--- src/rtl/video_timing_gen.sv ---
// Pixel-clock raster generator: drives cx/cy upstream and re-aligns the
// returned rgb with de/hsync/vsync for the video PHY.
module video_timing_gen #(
    parameter int FRAME_WIDTH   = 2200,
    parameter int FRAME_HEIGHT  = 1125,
    parameter int SCREEN_WIDTH  = 1920,
    parameter int SCREEN_HEIGHT = 1080,
    parameter int HSYNC_START   = 2008,
    parameter int HSYNC_END     = 2052,
    parameter int VSYNC_START   = 1084,
    parameter int VSYNC_END     = 1089,
    parameter bit HSYNC_POL     = 1'b1,
    parameter bit VSYNC_POL     = 1'b1,
    parameter int BIT_WIDTH     = 12,
    parameter int BIT_HEIGHT    = 11,
    parameter int RGB_LATENCY   = 2
) (
    input  logic                  clk_pixel,
    input  logic                  reset,
    input  logic                  enable,
    output logic [BIT_WIDTH-1:0]  cx,
    output logic [BIT_HEIGHT-1:0] cy,
    output logic                  frame_start,
    input  logic [23:0]           rgb_in,
    output logic                  vid_de,
    output logic                  vid_hsync,
    output logic                  vid_vsync,
    output logic [23:0]           vid_rgb,
    output logic [31:0]           frame_count
);

    localparam logic [BIT_WIDTH-1:0]  CX_LAST = BIT_WIDTH'(FRAME_WIDTH - 1);
    localparam logic [BIT_HEIGHT-1:0] CY_LAST = BIT_HEIGHT'(FRAME_HEIGHT - 1);
    localparam logic [BIT_WIDTH-1:0]  SW      = BIT_WIDTH'(SCREEN_WIDTH);
    localparam logic [BIT_HEIGHT-1:0] SH      = BIT_HEIGHT'(SCREEN_HEIGHT);
    localparam logic [BIT_WIDTH-1:0]  HS_S    = BIT_WIDTH'(HSYNC_START);
    localparam logic [BIT_WIDTH-1:0]  HS_E    = BIT_WIDTH'(HSYNC_END);
    localparam logic [BIT_HEIGHT-1:0] VS_S    = BIT_HEIGHT'(VSYNC_START);
    localparam logic [BIT_HEIGHT-1:0] VS_E    = BIT_HEIGHT'(VSYNC_END);
    localparam int                    L       = RGB_LATENCY;

    typedef enum logic {
        IDLE = 1'b0,
        RUN  = 1'b1
    } state_t;

    state_t                state_q, state_d;
    logic [BIT_WIDTH-1:0]  cx_q, cx_d;
    logic [BIT_HEIGHT-1:0] cy_q, cy_d;
    logic                  fs_q, fs_d;
    logic [31:0]           fc_q;

    logic                  de_raw, hs_raw, vs_raw, run;
    logic [L-1:0]          de_sr_q, de_sr_d;
    logic [L-1:0]          hs_sr_q, hs_sr_d;
    logic [L-1:0]          vs_sr_q, vs_sr_d;

    logic                  de_q, hs_q, vs_q;
    logic [23:0]           rgb_q;

    always_comb begin
        state_d = state_q;
        cx_d    = cx_q;
        cy_d    = cy_q;
        fs_d    = 1'b0;
        case (state_q)
            IDLE: begin
                cx_d = '0;
                cy_d = '0;
                if (enable) begin
                    state_d = RUN;
                    fs_d    = 1'b1;
                end
            end
            RUN: begin
                if (cx_q == CX_LAST) begin
                    cx_d = '0;
                    if (cy_q == CY_LAST) begin
                        // enable only matters at the frame boundary
                        cy_d = '0;
                        if (enable) begin
                            fs_d = 1'b1;
                        end else begin
                            state_d = IDLE;
                        end
                    end else begin
                        cy_d = cy_q + 1'b1;
                    end
                end else begin
                    cx_d = cx_q + 1'b1;
                end
            end
            default: begin
                state_d = IDLE;
                cx_d    = '0;
                cy_d    = '0;
            end
        endcase
    end

    assign run    = (state_q == RUN);
    assign de_raw = run && (cx_q < SW) && (cy_q < SH);
    assign hs_raw = (run && (cx_q >= HS_S) && (cx_q < HS_E))
                    ? HSYNC_POL : ~HSYNC_POL;
    assign vs_raw = (run && (cy_q >= VS_S) && (cy_q < VS_E))
                    ? VSYNC_POL : ~VSYNC_POL;

    assign de_sr_d = L'({de_sr_q, de_raw});
    assign hs_sr_d = L'({hs_sr_q, hs_raw});
    assign vs_sr_d = L'({vs_sr_q, vs_raw});

    always_ff @(posedge clk_pixel) begin
        if (reset) begin
            state_q <= IDLE;
            cx_q    <= '0;
            cy_q    <= '0;
            fs_q    <= 1'b0;
            fc_q    <= '0;
            de_sr_q <= '0;
            hs_sr_q <= {L{~HSYNC_POL}};
            vs_sr_q <= {L{~VSYNC_POL}};
            de_q    <= 1'b0;
            hs_q    <= ~HSYNC_POL;
            vs_q    <= ~VSYNC_POL;
            rgb_q   <= '0;
        end else begin
            state_q <= state_d;
            cx_q    <= cx_d;
            cy_q    <= cy_d;
            fs_q    <= fs_d;
            if (fs_q) begin
                fc_q <= fc_q + 32'd1;
            end
            de_sr_q <= de_sr_d;
            hs_sr_q <= hs_sr_d;
            vs_sr_q <= vs_sr_d;
            de_q    <= de_sr_q[L-1];
            hs_q    <= hs_sr_q[L-1];
            vs_q    <= vs_sr_q[L-1];
            rgb_q   <= de_sr_q[L-1] ? rgb_in : 24'h0;
        end
    end

    assign cx          = cx_q;
    assign cy          = cy_q;
    assign frame_start = fs_q;
    assign frame_count = fc_q;
    assign vid_de      = de_q;
    assign vid_hsync   = hs_q;
    assign vid_vsync   = vs_q;
    assign vid_rgb     = rgb_q;

endmodule
--- config.mk ---
export PLATFORM = sky130hd
export DESIGN_NAME = video_timing_gen
export DESIGN_NICKNAME = d
export VERILOG_FILES = /design/src/rtl/video_timing_gen.sv
export SDC_FILE = /design/constraint.sdc
export NUM_CORES = 1
export LEC_CHECK = 0
export BUFFER_PORTS_ARGS = -buffer_cell sky130_fd_sc_hd__clkbuf_2
export CAP_MARGIN = 20
export CORE_ASPECT_RATIO = 1.4
export CORE_UTILIZATION = 50
export CTS_CLUSTER_DIAMETER = 100
export DETAILED_ROUTE_END_ITERATION = 10
export PLACE_DENSITY = 0.78
export SLEW_MARGIN = 20
export SYNTH_ARGS = -nofsm -noshare
export SYNTH_HDL_FRONTEND = slang
export SYNTH_SLANG_ARGS = --single-unit
--- constraint.sdc ---
create_clock -name clk_pixel -period 3.77 [get_ports clk_pixel]
set_clock_uncertainty 0.15 [all_clocks]
set_input_delay 1.131 -clock clk_pixel [delete_from_list [all_inputs] [get_ports clk_pixel]]
set_output_delay 1.131 -clock clk_pixel [all_outputs]
set_load 0.005 [all_outputs]
==> run metrics <==
critical path peak fanout 15; fin util 0.627; Reg area 1800 sq um; dominant synthesized flop cell dfxtp_1; Die Height 102 um; Root Buffer clkbuf_8; post-CTS sizing 0; final setup fails 0; Residual DRC 0; R2R depth 5; Hold WC Path Type flip-flop to flip-flop; unrepaired setup endpoints after global routing false; IO Count 110; clock sink count 90; n_diodes 0; total congestion overflow 0; top cell type's share of synthesized area 0.504; initial drt markers 128; PortBufs 109; Vias 3207; Final Hold Fails 0; worst hold path stage count 1; pre-CTS WS 1.17 ns; final RePlAce weighted congestion 0.824; fmax 413 MHz; Net Sw Power 366 uW; hpwl dp 5800 um; Syn-to-layout area delta 21.6%; Leakage 0.00170 uW; Comb pwr share 0.031; total track usage 0.220; fin. max-slew vios 0; min cycle time layout 2.42 ns; Final Non-Filler Cells 589; Die ar. 7500 sq um; initial antenna violation count 0; max cap viols 0; part of the power in registers 0.601; Rel. slew slack 0.557; count leader, synth dfxtp_1; setup tns final 0 ns; fin area 4350 sq um; Net Sw Frac 0.228; WL/cell 13.6 um; slew of the pin with the lowest slew margin 0.656 ns; router iterations before antenna repair 6; htree depth 3; synthesized area 3580 sq um; sequential fraction of the synthesis area 0.504; Cell Rows 36; power density over the cells 369 nW/um^2; crit share post-route 0.642; Final ANT Viol Nets 0; critical path arrival 2.55 ns; Core ar. 6940 sq um; outcome finished clean; Worst Setup Slack, final 1.35 ns; crit start category flip-flop; CTS clk-pin slew, worst paths 0.08 ns; CTS Buf Count 9; Syn. warnings 0; Synth area leader dfxtp_1; EDFF count, synth 0; CP required 3.89 ns; design internal power 1240 uW; mean number of vias per cell 5.44; post-synthesis register bit count 90; Synth top cells by count dfxtp_1, a21oi_1, nor2_1; worst-skew pair later-pin latency 0.35 ns; synthesized instance count 385; Worst setup EP type flip-flop; Yosys cell types 37; Synthesized Nets 416; area of placed instances 4170 sq um; Final #Nets 520; cts hold-fix bufs 0; final WL 8000 um; leading post-synthesis cells by cell area dfxtp_1, or4_1, a21oi_1, and2_1, o31ai_1; ys async rst share 0; Inst Count DP 573; peak supply drop 262 uV; syn avg cell area 9.29 sq um; Setup CP Type flip-flop to flip-flop; layout cells sized above 1 0.275; CTS tree built; number of global-route vias before repair 2868; postcts setup bufs 0; multi-input logic area 1670 sq um; Clock Path Buffers 2; initial core utilization 0.516; first-pass GRT wire length 12800 um; Clk pwr share 0.368; largest net degree at the start of global routing 41; Die X 73.5 um; # fillers 638
[metrics by stage]
| stage | total power [uW] | hold WS (ns) |
|---|---|---|
| CTS | 1620 | 0.294 |
| floorplan | 1010 | 0.264 |
| finish | 1610 | 0.290 |
| detailed placement | 1040 | 0.274 |
| global route | 1670 | 0.312 |
| global placement | 1040 | 0.268 |
[registers in the layout (all words and copies together) (netlist names)]
register,count
vid_vsync,1
de_sr_q,2
run,1
frame_count,32
vid_hsync,1
vid_rgb,24
cx,12
vs_sr_q,2
vid_de,1
frame_start,1
cy,11
hs_sr_q,2
[worst max-delay path: stages (launching register included)]
cell and delay (ns):
dfxtp_1 0.39, ha_1 0.21, nand3_1 0.15, or4_1 0.78, or4_1 0.54, a21oi_1 0.15
[layer usage]
| metal | vias to the layer above | track usage | share of wire |
|---|---|---|---|
| met4 | 0 | 0.0932 | 0.023 |
| met5 | - | 0 | 0 |
| met1 | 1500 | 0.271 | 0.41 |
| li1 | 1593 | - | - |
| met2 | 100 | 0.365 | 0.52 |
| met3 | 14 | 0.0513 | 0.047 |
[kinds of logic after synthesis]
| family | after synthesis | share of synthesized area |
|---|---|---|
| xor gates and xnor gates | 23 | 0.0563 |
| and+or+nand+nor | 179 | 0.287 |
| adders and majority gates | 4 | 0.0140 |
| DFF | 90 | 0.504 |
| muxes | 1 | 0.00280 |
| AOI/OAI and AO/OA | 64 | 0.106 |
| buffers and inverters | 24 | 0.0301 |
[path summary, 6_finish.rpt]
path                                      from              end  slack, ns
worst max-delay path            frame_count[0]  frame_count[26]       1.35
worst min-delay path                vs_sr_q[0]       vs_sr_q[1]       0.29
worst max register to register  frame_count[0]  frame_count[26]       1.35
worst min register to register      vs_sr_q[0]       vs_sr_q[1]       0.29
[power groups by stage]
stage	clock network, uW	registers [uW]	logic, uW
2_1_floorplan	0	988	22.2
3_3_place_gp	0	988	48.8
3_5_place_dp	0	988	49.2
4_1_cts	610	965	49.7
5_1_grt	649	967	55.3
6_report	591	965	49.1
[placed cells by master, fill, tap and decap left out, types with 7 or more instances in the layout]
cell / instances
nand4_1: 9
xnor2_1: 13
inv_1: 7
nand2_1: 22
o21ai_0: 10
or3_1: 10
xor2_1: 10
a21oi_1: 31
or4_1: 22
o31ai_1: 18
clkbuf_8: 10
nand3_1: 21
dfxtp_1: 90
nor3_1: 7
nor2_1: 31
clkbuf_2: 109
and2_1: 24
[layout make-up]
cell class	count	share of cell area
clock buffers	10	0.0316
flip-flops and latches	90	0.414
multi-input cells	271	0.384
repair buffers	110	0.127
inverters	7	0.00604
well taps	95	0.0273
clock inverters	6	0.00949
(Power assumes the default switching activity.)
